`src/rtl/mem_arbiter.sv`:
```
// Two-requester (fetch / load-store) arbiter in front of a single-outstanding memory port.
// Round-robin on contention, registered responses and a per-transaction timeout.
module mem_arbiter #(
  parameter int unsigned TIMEOUT = 255
) (
  input  logic        clk,
  input  logic        rst,
  input  logic        ifu_req_valid,
  input  logic [31:0] ifu_req_addr,
  output logic        ifu_req_ready,
  output logic        ifu_resp_valid,
  output logic [31:0] ifu_resp_data,
  output logic        ifu_resp_err,
  input  logic        lsu_req_valid,
  input  logic        lsu_req_wen,
  input  logic [31:0] lsu_req_addr,
  input  logic [31:0] lsu_req_wdata,
  input  logic [7:0]  lsu_req_wmask,
  output logic        lsu_req_ready,
  output logic        lsu_resp_valid,
  output logic [31:0] lsu_resp_data,
  output logic        lsu_resp_err,
  output logic        mem_valid,
  output logic        mem_wen,
  output logic [31:0] mem_raddr,
  output logic [31:0] mem_waddr,
  output logic [31:0] mem_wdata,
  output logic [7:0]  mem_wmask,
  input  logic        mem_resp_valid,
  input  logic [31:0] mem_rdata
);

  localparam int unsigned CntW = $clog2(TIMEOUT + 1);

  typedef enum logic [1:0] {StIdle, StBusyIfu, StBusyLsu} state_e;

  state_e            state_q, state_d;
  logic [CntW-1:0]   cnt_q, cnt_d;
  logic              prio_lsu_q, prio_lsu_d;
  logic [31:0]       addr_q, addr_d;
  logic [31:0]       wdata_q, wdata_d;
  logic [7:0]        wmask_q, wmask_d;
  logic              wen_q, wen_d;
  logic              ifu_rv_q, ifu_rv_d;
  logic              lsu_rv_q, lsu_rv_d;
  logic [31:0]       data_q, data_d;
  logic              err_q, err_d;

  logic grant_ifu, grant_lsu, busy;

  // prio_lsu_q set means IFU was granted last, so LSU wins a tie.
  assign grant_ifu = ifu_req_valid & (~lsu_req_valid | ~prio_lsu_q);
  assign grant_lsu = lsu_req_valid & (~ifu_req_valid | prio_lsu_q);
  assign busy      = (state_q != StIdle);

  // Gated by rst so every output is low while reset is held.
  assign ifu_req_ready = (state_q == StIdle) & ~rst & grant_ifu;
  assign lsu_req_ready = (state_q == StIdle) & ~rst & grant_lsu;

  assign mem_valid = busy;
  assign mem_wen   = busy & wen_q;
  assign mem_raddr = busy ? addr_q : '0;
  assign mem_waddr = busy ? addr_q : '0;
  assign mem_wdata = busy ? wdata_q : '0;
  assign mem_wmask = busy ? wmask_q : '0;

  assign ifu_resp_valid = ifu_rv_q;
  assign ifu_resp_data  = ifu_rv_q ? data_q : '0;
  assign ifu_resp_err   = ifu_rv_q & err_q;
  assign lsu_resp_valid = lsu_rv_q;
  assign lsu_resp_data  = lsu_rv_q ? data_q : '0;
  assign lsu_resp_err   = lsu_rv_q & err_q;

  always_comb begin
    state_d    = state_q;
    cnt_d      = cnt_q;
    prio_lsu_d = prio_lsu_q;
    addr_d     = addr_q;
    wdata_d    = wdata_q;
    wmask_d    = wmask_q;
    wen_d      = wen_q;
    ifu_rv_d   = 1'b0;
    lsu_rv_d   = 1'b0;
    data_d     = '0;
    err_d      = 1'b0;
    unique case (state_q)
      StIdle: begin
        if (ifu_req_ready) begin
          state_d    = StBusyIfu;
          cnt_d      = '0;
          prio_lsu_d = 1'b1;
          addr_d     = ifu_req_addr;
          wen_d      = 1'b0;
          wdata_d    = '0;
          wmask_d    = '0;
        end else if (lsu_req_ready) begin
          state_d    = StBusyLsu;
          cnt_d      = '0;
          prio_lsu_d = 1'b0;
          addr_d     = lsu_req_addr;
          wen_d      = lsu_req_wen;
          wdata_d    = lsu_req_wdata;
          wmask_d    = lsu_req_wmask;
        end
      end
      StBusyIfu, StBusyLsu: begin
        // A completion arriving on the timeout cycle takes precedence.
        if (mem_resp_valid || cnt_q == CntW'(TIMEOUT - 1)) begin
          state_d  = StIdle;
          ifu_rv_d = (state_q == StBusyIfu);
          lsu_rv_d = (state_q == StBusyLsu);
          err_d    = ~mem_resp_valid;
          data_d   = (mem_resp_valid && !wen_q) ? mem_rdata : '0;
        end else begin
          cnt_d = cnt_q + 1'b1;
        end
      end
      default: state_d = StIdle;
    endcase
  end

  always_ff @(posedge clk or posedge rst) begin
    if (rst) begin
      state_q    <= StIdle;
      cnt_q      <= '0;
      prio_lsu_q <= 1'b0;
      addr_q     <= '0;
      wdata_q    <= '0;
      wmask_q    <= '0;
      wen_q      <= 1'b0;
      ifu_rv_q   <= 1'b0;
      lsu_rv_q   <= 1'b0;
      data_q     <= '0;
      err_q      <= 1'b0;
    end else begin
      state_q    <= state_d;
      cnt_q      <= cnt_d;
      prio_lsu_q <= prio_lsu_d;
      addr_q     <= addr_d;
      wdata_q    <= wdata_d;
      wmask_q    <= wmask_d;
      wen_q      <= wen_d;
      ifu_rv_q   <= ifu_rv_d;
      lsu_rv_q   <= lsu_rv_d;
      data_q     <= data_d;
      err_q      <= err_d;
    end
  end

endmodule
```
`config.mk`:
```
export PLATFORM = sky130hd
export DESIGN_NAME = mem_arbiter
export DESIGN_NICKNAME = d
export VERILOG_FILES = /design/src/rtl/mem_arbiter.sv
export SDC_FILE = /design/constraint.sdc
export NUM_CORES = 1
export LEC_CHECK = 0
export CORE_UTILIZATION = 36
export CTS_CLUSTER_DIAMETER = 30
export DETAILED_ROUTE_END_ITERATION = 16
export PLACE_DENSITY = 0.78
export SYNTH_ARGS = -nofsm -noshare
export SYNTH_HDL_FRONTEND = slang
export SYNTH_SLANG_ARGS = --single-unit
```
`constraint.sdc`:
```
create_clock -name clk -period 3.84 [get_ports clk]
set_input_delay 0.768 -clock clk [delete_from_list [all_inputs] [get_ports clk]]
set_output_delay 0.768 -clock clk [all_outputs]
set_load 0.05 [all_outputs]
```
Word-level counts from Yosys, hierarchy flattened
Index checks and enable logic that the tools add are counted.

cells by class
  $add $sub $neg = 1
  eq/ne operators = 6
  mux-type cells = 32
  bitwise logic cells = 15
  reductions and logical operators = 11

operators with widths
  operator             count
  $mux 32              11
  $mux 8               6
  $pmux 8 s2           1
  $mux 1               10
  $add 8x1->8 const B  1
  $and 1x1->1          8
  $eq 8x8->1 const B   1
  $mux 2               3
  $reduce_bool 2->1    3
  $not 1->1            5
  $ne 2x2->1 const B   2
  $pmux 2 s2           1
  $reduce_and 2->1     2
  $ne 3x3->1 const B   1
  $reduce_and 3->1     1
  $eq 2x1->1 const B   1
  $eq 2x2->1 const B   1
  $logic_not 2->1      1
  $or 1x1->1           2
  $reduce_or 2->1      1
  $logic_and 1x1->1    1
  $logic_not 1->1      1
  $logic_or 1x1->1     1

storage, ports and cells
  bits in registers = 119
  output and inout bits = 176

Logic depth before layout (Yosys ltp)
Gate-level depths: netlist of run 1.

  depth in word-level cells = 7
  gate-level depth with buffers = 9
  mapped depth without buffers = 7

Worst setup path before layout of run 1
No wires, ideal clock.

  path type = reg-to-output
  start point = register state_q[0]
  end point = output port mem_waddr[0]
  arrival time = 2.091 ns
  required time = 3.072 ns
  path slack = 0.981 ns
  stages on the path, launching flop included = 7
  cell sequence = dfrtp_1 -> inv_1 -> ha_1 -> clkbuf_1 -> buf_1 -> nor2b_1 -> buf_4

on the way
  longest elaborated chain between the ends = 2

RTL lines
  what                    RTL line  text
  from (decl)             37        state_e state_q, state_d;
  from (signal assigned)  124       state_q <= StIdle;
  from (signal assigned)  136       state_q <= state_d;
  $reduce_bool 2->1       54        assign busy = (state_q != StIdle);
  $mux 32                 -
  to (decl)               26        output logic [31:0] mem_waddr,

No other way between the ends.

Final worst setup path of run 1
  start point = register state_q[0]
  end point = output port mem_wdata[26]

on the way
  longest elaborated chain between the ends = 2

RTL lines
  what               RTL line  text
  $reduce_bool 2->1  54
  $mux 32            64        assign mem_wdata = busy ? wdata_q : '0;
  to (decl)          27        output logic [31:0] mem_wdata,

No other way between the ends.

==> impl_metrics.ini, run 1 <==
[outcome]
status = finished, final reports clean

[clocking]
path_clk_slew_ps = 50
cts_tree = done
worstSkewPairLatency_ps = 410
cts_hold_repair.buffers = 0
cts_sinks = 119
h-tree-depth = 4
ctsResizeCount = 0
clockBufferDepth = 2
cts_setup_buffers = 0
clockRootBuffer = clkbuf_16
numCtsBuffers = 17

[pwr]
clkPwrFrac_pct = 20.0
seqPwrFrac_pct = 24.4
power.leakage_nw = 4.102
sw_frac_of_total_pct = 46.27
max-vdd-ir-drop_mv = 0.5579
p_total_mw = 8.367
internal_power_mw = 4.495
power.switching_mw = 3.872
powerDensity_nw_per_um2 = 870.0
p_comb_share_pct = 55.6

[floorplan]
dieWidth_um = 129.6
die_y_um = 129.6
die-area_um2 = 16800
io_pins = 318
std_cell_rows = 46
core_region_area_um2 = 15890
initial_utilization_pct = 36.91

[final_layout]
final_net_count = 1023
final_common_cell = clkdlybuf4s50_1
fin_area_um2 = 9618
final_cell_count_no_fill = 1104
drive_gt1_share_pct = 5.405
syn2layout_area_growth_pct = 64.04
insertedDiodeCount = 0
postLayoutCoreUtil_pct = 60.55
most-common-layout-cells = clkdlybuf4s50_1 (315), dfrtp_1 (119), and2_1 (101)

[detailed_routing]
avgViaCountPerCell = 4.721
num_vias = 5212
ant_nets = 0
drtPass1Iterations = 4
drtIter0Drc = 184
wl_per_cell_um = 16.16
drc = 0
wl_mm = 17.84

[logic_synthesis]
syn_area_per_cell_um2 = 9.723
synth-seq-area-share_pct = 50.79
netlist_instances = 603
synthDistinctLibCells = 37
syn-num-nets = 750
ys_ff_latch = 119
syn_area_um2 = 5863
synth_warnings = 0

[timing]
setup_viol = 0
slew-limit-headroom_pct = 44.05
final-hold-violation-count = 0
rsz0062_at_grt = false
fin_crit_ps = 3432
setup_slack_ps = 408.3
slew_viol_final = 0
worst_hold_slack_ps = 490.7
max_clock_freq_ghz = 0.2914
worst_pin_slew_ps = 839.3
skew_ps = 6.029
fin_crit_sh_pct = 89.37
tns_ps = 0

[critical_path]
start_kind = register
r2r_slack_ps = 1000
crit_chain = inv_1, ha_2, buf_4, nor2b_1, clkdlybuf4s50_1
critPathSlowestCell = clkdlybuf4s50_1
max_stage_delay_ps = 700
cp_max_fo = 32
cp_data_arrival_time_ps = 2660
path_buf_inv = 3
critPathTopFamily = buffers and inverters
setup.worst_path.end_class = output port
worst-endpoint-required_ps = 3070
critical_path_class = register to output port

[placed_design]
dp_slack_ps = 811.8
dpl.cell_count = 1073
hpwl_mm = 12.74
gp_congestion = 0.8099
io_buffers = 317
dpl-instance-area_um2 = 8996

[grt]
grt_remaining_overflow = 0
grt_max_degree = 74
antenna_found_initial = 0
grt_usage_pct = 21.25
grt_pass1_wl_mm = 27.01
grt_pass1_vias = 5148

[run]
cap_violations = 0

[min_path]
hp-class = register to register
-- layer usage --
metal | share of wire (%) | routed length [um] | GRT usage (%) | vias up
met4 | 1.5 | 272 | 6.908 | 0
met3 | 9.0 | 1606 | 7.638 | 20
li1 | - | - | - | 2493
met5 | 0 | 0 | 0 | -
met2 | 50 | 8862 | 37.02 | 223
met1 | 40 | 7095 | 24.17 | 2476
-- Yosys cell counts --
master,n,share of area (%)
o21a_1,1,0.13
inv_2,1,0.064
o21bai_1,1,0.13
o22ai_1,3,0.32
dfrtp_1,119,51
o211ai_1,1,0.13
and3_1,2,0.21
a22o_1,41,6.1
a31oi_1,36,3.8
mux2i_1,1,0.17
clkbuf_1,23,1.5
nand2b_1,4,0.43
and4_1,1,0.15
buf_6,4,0.77
o21ai_2,1,0.15
a41oi_2,1,0.28
xnor2_1,2,0.30
o21ai_0,1,0.085
and3b_1,1,0.15
nand2_1,70,4.5
nand3_2,1,0.17
o221ai_1,1,0.15
buf_4,35,4.5
ha_1,5,1.1
nor2b_2,1,0.15
inv_1,11,0.70
a21o_1,1,0.13
nor2b_1,74,7.9
buf_2,5,0.43
nand3_1,4,0.34
nor3_1,1,0.085
and2_1,101,11
nand4_1,3,0.32
buf_1,4,0.26
o21ai_1,5,0.43
nor2_1,36,2.3
a21oi_2,1,0.15
-- worst register-to-register path: cells and delay by family, from the launching register on --
kind	cells	cell delay [ps]
simple gates	3	690
fa+ha+maj	1	670
buf+inv	3	820
flops	1	370
compound gates	1	200
-- power by group through the flow --
stage	logic (mW)	clock network, mW	registers [mW]
4_1_cts	4.69	1.71	2.04
2_1_floorplan	3.44	0	1.93
5_1_grt	4.91	1.76	2.10
3_3_place_gp	4.63	0	2.05
3_5_place_dp	4.68	0	2.04
6_report	4.65	1.68	2.04
-- sequential cells by signal, indices dropped and copies added (netlist names) --
signal / cells
err_q: 1
lsu_resp_valid: 1
cnt_q: 8
data_q: 32
prio_lsu_q: 1
wdata_q: 32
state_q: 2
ifu_resp_valid: 1
wen_q: 1
wmask_q: 8
addr_q: 32
-- cell families (layout without fill, tap and decap cells) --
kind of cell / Yosys count / count (layout) / share of synthesized area [%]
and+or+nand+nor: 299 / 299 / 27.46
DFF: 119 / 119 / 50.79
AOI/OAI and AO/OA: 94 / 94 / 12.04
buffers and inverters: 83 / 368 / 8.173
adders and majority gates: 5 / 5 / 1.067
xor gates and xnor gates: 2 / 2 / 0.2988
muxes: 1 / 1 / 0.1707
-- path summary, 6_finish.rpt --
path / to / start / depth (start not counted)
worst max register to register: addr_q[10] / state_q[0] / 8
min in group asynchronous: cnt_q[4] / rst / 2
worst min-delay path: wdata_q[25] / wdata_q[25] / 1
worst min register to register: wdata_q[25] / wdata_q[25] / 1
max in group asynchronous: data_q[27] / rst / 3
worst max-delay path: mem_wdata[26] / state_q[0] / 5
-- layout make-up --
type                    count  area [um2]
flip-flops and latches    119        2978
inverters                  12       48.80
well taps                 216       270.3
clock inverters             9       147.6
multi-input cells         401        2421
fillers                  1415        6267
clock buffers              22       474.2
repair buffers            325        3278
(Power assumes the default switching activity.)
==> inputs of run 2 (changes only) <==
CORE_UTILIZATION = 40   (was 36)
PLACE_DENSITY = 0.82   (was 0.78)
clock period = 3.8 ns   (was 3.84 ns; I/O delays follow)
==> run 2 against run 1 <==
  * Sequential power hardly changed
  * Wire length is 3.6% lower
  * Register-to-register slack hardly changed
  * Flip-flop and latch count stayed put
  * Worst hold slack better by 2.7 ps
  * Global-route usage is 1.5 points higher
  * Die area is 9.9% lower
  * Critical path depth stayed put
  * Non-clock buffer count stayed put
  * Critical path type unchanged
  * Utilization is 7.7 points higher
  * Total power is 1.8% higher
==> impl_metrics.ini, run 2 (synthesis results as in run 1) <==
[floorplan]
die_y_um = 123.1
initial_utilization_pct = 41.59
dieWidth_um = 123.1
io_pins = 318
core_region_area_um2 = 14100
die-area_um2 = 15150
std_cell_rows = 43

[critical_path]
timing.rr.start = state_q[0]
crit_chain = inv_1, ha_2, buf_12, nor2b_1, clkdlybuf4s50_1
worst-endpoint-required_ps = 3040
critical_path_class = register to output port
cp_data_arrival_time_ps = 2640
critPathSlowestCell = clkdlybuf4s50_1
setup.worst_path.end_class = output port
reg2regPathDepth = 8
start_kind = register
cp_max_fo = 43
r2r-end = addr_q[20]
r2r_slack_ps = 1010
max_stage_delay_ps = 730

[timing]
slew-limit-headroom_pct = 43.50
setup_viol = 0
worst_pin_slew_ps = 847.5
rsz0062_at_grt = false
fin_crit_ps = 3401
final-hold-violation-count = 0
worst_hold_slack_ps = 493.4
max_clock_freq_ghz = 0.2940
skew_ps = 8.618
slew_viol_final = 0
tns_ps = 0
fin_crit_sh_pct = 89.50

[placed_design]
gp_congestion = 0.8291
hpwl_mm = 12.40
dpl.cell_count = 1037
io_buffers = 317
dpl-instance-area_um2 = 8951

[final_layout]
syn2layout_area_growth_pct = 64.00
final_cell_count_no_fill = 1069
final_net_count = 1023
fin_area_um2 = 9615
fillers = 1066
most-common-layout-cells = clkdlybuf4s50_1 (315), dfrtp_1 (119), and2_1 (101)
top_regs = addr_q: 32 flops, data_q: 32 flops, wdata_q: 32 flops
insertedDiodeCount = 0
final_common_cell = clkdlybuf4s50_1
drive_gt1_share_pct = 5.737

[detailed_routing]
drtIter0Drc = 280
ant_nets = 0
drtPass1Iterations = 4
wl_mm = 17.20
wl_per_cell_um = 16.09
num_vias = 5153
drc = 0
avgViaCountPerCell = 4.820

[grt]
grt_usage_pct = 22.79
antenna_found_initial = 0
grt_pass1_wl_mm = 26.09
grt_pass1_vias = 5006
grt_remaining_overflow = 0
grt_max_degree = 74

[pwr]
internal_power_mw = 4.609
sw_frac_of_total_pct = 45.87
max-vdd-ir-drop_mv = 0.5267
power.switching_mw = 3.905
clkPwrFrac_pct = 21.0
seqPwrFrac_pct = 24.3
power.leakage_nw = 4.105
p_comb_share_pct = 54.8
powerDensity_nw_per_um2 = 885.5

[clocking]
clockRootBuffer = clkbuf_16
clockBufferDepth = 2
cts_sinks = 119
cts_tree = done
cts_setup_buffers = 0
h-tree-depth = 4
ctsResizeCount = 0
worstSkewPairLatency_ps = 400
numCtsBuffers = 17
cts_hold_repair.buffers = 0
path_clk_slew_ps = 50

[min_path]
hp-class = register to register
min_to = wdata_q[2]
min_delay_path_depth = 1
worstHoldStart = wdata_q[2]

[run]
cap_violations = 0

[outcome]
status = finished, final reports clean
-- run 2: cell types whose count changed in the layout (fill, tap and decap cells not counted), sizes merged --
cell	before	now
clkbuf	22	20
bufinv	4	5
clkinvlp	2	6
clkinv	4	2
-- run 2: worst max-delay path, delay by kind of cell, from the launching register on --
family | cells | cell delay (ps)
adder cells (fa/ha/maj) | 1 | 640
AND/OR/NAND/NOR | 1 | 80
flip-flops | 1 | 380
buffers and inverters | 3 | 1120
-- run 2: power by group through the flow --
stage	Sequential (mW)	Combinational (mW)	Clock, mW
after floorplan	1.96	3.48	0
after global placement	2.08	4.62	0
after detailed placement	2.06	4.69	0
after CTS	2.07	4.70	1.82
after global routing	2.13	4.92	1.89
final	2.07	4.67	1.78
-- run 2: stage by stage --
stage          utilization (%)  worst slack [ps]  power, mW
3_5_place_dp             63.50             805.2      6.748
6_report                 68.21             398.9      8.515
3_3_place_gp             63.50             839.9      6.706
4_1_cts                  68.21             355.7      8.586
5_1_grt                  68.21             242.2      8.939
2_1_floorplan                -             948.5      5.431
-- run 2: worst max path at each step --
stage	slack, ps	endpoint	depth (start not counted)	startpoint
2_1_floorplan	950	mem_waddr[0]	6	state_q[0]
6_report	400	mem_waddr[30]	5	state_q[0]
3_5_place_dp	810	mem_waddr[30]	5	state_q[0]
5_1_grt	240	mem_waddr[30]	5	state_q[1]
4_1_cts	360	mem_waddr[30]	5	state_q[0]
3_3_place_gp	840	mem_waddr[30]	5	state_q[0]
-- run 2: layout make-up --
type,count,area [um2],area share (%)
repair buffers,325,3278,34.09
flip-flops and latches,119,2978,30.97
multi-input cells,401,2421,25.18
clock buffers,20,466.7,4.854
well taps,180,225.2,2.342
clock inverters,12,197.7,2.056
inverters,12,48.80,0.5075
-- run 2: layer usage --
layer / part of all wire [%] / GRT usage [%] / vias to the layer above
li1: - / - / 2498
met1: 40 / 28.01 / 2410
met2: 49 / 38.66 / 224
met3: 8.4 / 6.319 / 21
met4: 1.9 / 7.455 / 0
met5: 0 / 0 / -
==> inputs of run 3 (changes only) <==
CORE_ASPECT_RATIO = 0.9   (was default)
CTS_BUF_LIST = sky130_fd_sc_hd__clkbuf_4 sky130_fd_sc_hd__clkbuf_8   (was default)
SLEW_MARGIN = 20   (was default)
==> run 3 against run 2 <==
  * Die area about the same
  * Highest routed layer unchanged
  * Clock power shrank 29%
  * Clock skew is 2.1 ps higher
  * Worst setup slack gained 210 ps
  * Critical path depth stayed put
  * Largest cell class unchanged
  * Combinational power about the same
  * Global-route usage up 0.26 points
  * Via count rose by 1.4%
  * Total power down 5.9%
  * Worst hold slack better by 3.4 ps
  * Sequential power about the same
  * Wire length rose by 1.4%
==> impl_metrics.ini, run 3 (synthesis results as in run 1) <==
[outcome]
status = finished, final reports clean

[clocking]
cts_sinks = 119
cts_tree = done
clockRootBuffer = clkbuf_8
clockBufferDepth = 2
h-tree-depth = 4
cts_hold_repair.buffers = 0
ctsResizeCount = 0
worstSkewPairLatency_ps = 440
cts_setup_buffers = 0
path_clk_slew_ps = 70
numCtsBuffers = 17

[placed_design]
io_buffers = 317
dp_slack_ps = 954.0
dpl-instance-area_um2 = 8927
hpwl_mm = 12.45
gp_congestion = 0.7613

[grt]
grt_max_degree = 77
grt_pass1_vias = 5009
use_met2_pct = 39.04
antenna_found_initial = 1
grt_pass1_wl_mm = 26.18
busiest_layer = met2
met1_usage_pct = 26.71
grt_util_met3_pct = 8.136
grt_usage_pct = 23.06
grt_remaining_overflow = 0

[detailed_routing]
drtIter0Drc = 230
ant_nets = 0
num_vias = 5223
avgViaCountPerCell = 4.827
drc = 0
wl_mm = 17.44
wl_per_cell_um = 16.12
drtPass1Iterations = 5

[timing]
fin_crit_sh_pct = 84.05
setup_viol = 0
rsz0062_at_grt = false
setup_slack_ps = 606.2
slew-limit-headroom_pct = 42.22
slew_viol_final = 0
final-hold-violation-count = 0
skew_ps = 10.71
max_clock_freq_ghz = 0.3131
tns_ps = 0
fin_crit_ps = 3194
worst_pin_slew_ps = 866.7

[floorplan]
std_cell_rows = 41
initial_utilization_pct = 41.41
dieWidth_um = 129.6
die_y_um = 116.9
core_region_area_um2 = 14160
die-area_um2 = 15150
io_pins = 318

[final_layout]
most-common-layout-cells = clkdlybuf4s50_1 (315), dfrtp_1 (119), and2_1 (101)
postLayoutCoreUtil_pct = 66.37
final_common_cell = clkdlybuf4s50_1
syn2layout_area_growth_pct = 60.26
top_regs = addr_q: 32 flops, data_q: 32 flops, wdata_q: 32 flops
drive_gt1_share_pct = 5.631
fillers = 1110
fin_area_um2 = 9397
final_net_count = 1022

[min_path]
hp-class = register to register

[run]
cap_violations = 0

[critical_path]
setup.worst_path.end_class = output port
worst-endpoint-required_ps = 3040
cp_data_arrival_time_ps = 2430
critical_path_class = register to output port
crit_chain = inv_1, ha_2, buf_12, nor2b_1, clkdlybuf4s50_1
r2r_slack_ps = 1130
max_stage_delay_ps = 850
start_kind = register
critPathSlowestCell = clkdlybuf4s50_1
cp_max_fo = 76

[pwr]
powerDensity_nw_per_um2 = 852.6
max-vdd-ir-drop_mv = 0.5311
power.leakage_nw = 4.019
## run 3: final cells by class
| cell class | instances | area, um2 | share of cell area, % |
|---|---|---|---|
| Timing Repair Buffer | 324 | 3266 | 34.75 |
| Sequential cell | 119 | 2978 | 31.69 |
| Multi-Input combinational cell | 401 | 2421 | 25.77 |
| Clock buffer | 23 | 291.5 | 3.103 |
| Tap cell | 193 | 241.5 | 2.570 |
| Clock inverter | 9 | 147.6 | 1.571 |
| Inverter | 12 | 48.80 | 0.5193 |
| Antenna cell | 1 | 2.502 | 0.02663 |
## run 3: power by group
part / total (mW) / internal, mW / switching (mW)
Combinational: 4.69 / 1.64 / 3.05
Sequential: 2.05 / 1.76 / 0.289
Clock: 1.27 / 0.774 / 0.500
## run 3: path summary, 6_finish.rpt
| kind | start | to | cells after the start |
|---|---|---|---|
| max | state_q[0] | mem_raddr[4] | 5 |
| min | wdata_q[20] | wdata_q[20] | 1 |
| max reg2reg | state_q[0] | addr_q[13] | 9 |
| min reg2reg | wdata_q[20] | wdata_q[20] | 1 |
| max in group asynchronous | rst | wdata_q[8] | 3 |
| min in group asynchronous | rst | cnt_q[4] | 3 |
## run 3: routing by layer
layer  vias up  share of wire, %
met3        20               9.0
met2       239                50
met5         -                 0
li1       2496                 -
met4         0               1.5
met1      2468                40
## run 3: worst max-delay path: cells and delay by family, from the launching register on
kind	cells	cell delay (ps)
buffers and inverters	3	1140
and+or+nand+nor	1	260
DFF	1	360
adders and majority gates	1	200
## run 3: stage by stage
step / power (mW) / std cells / hold WS, ps
after CTS: 8.049 / 1080 / 497.4
after detailed placement: 6.740 / 1048 / 476.9
after floorplan: 5.431 / 603 / 458.2
after global routing: 8.437 / 1082 / 507.3
final: 8.011 / 1082 / 496.8
after global placement: 6.694 / 1048 / 476.8
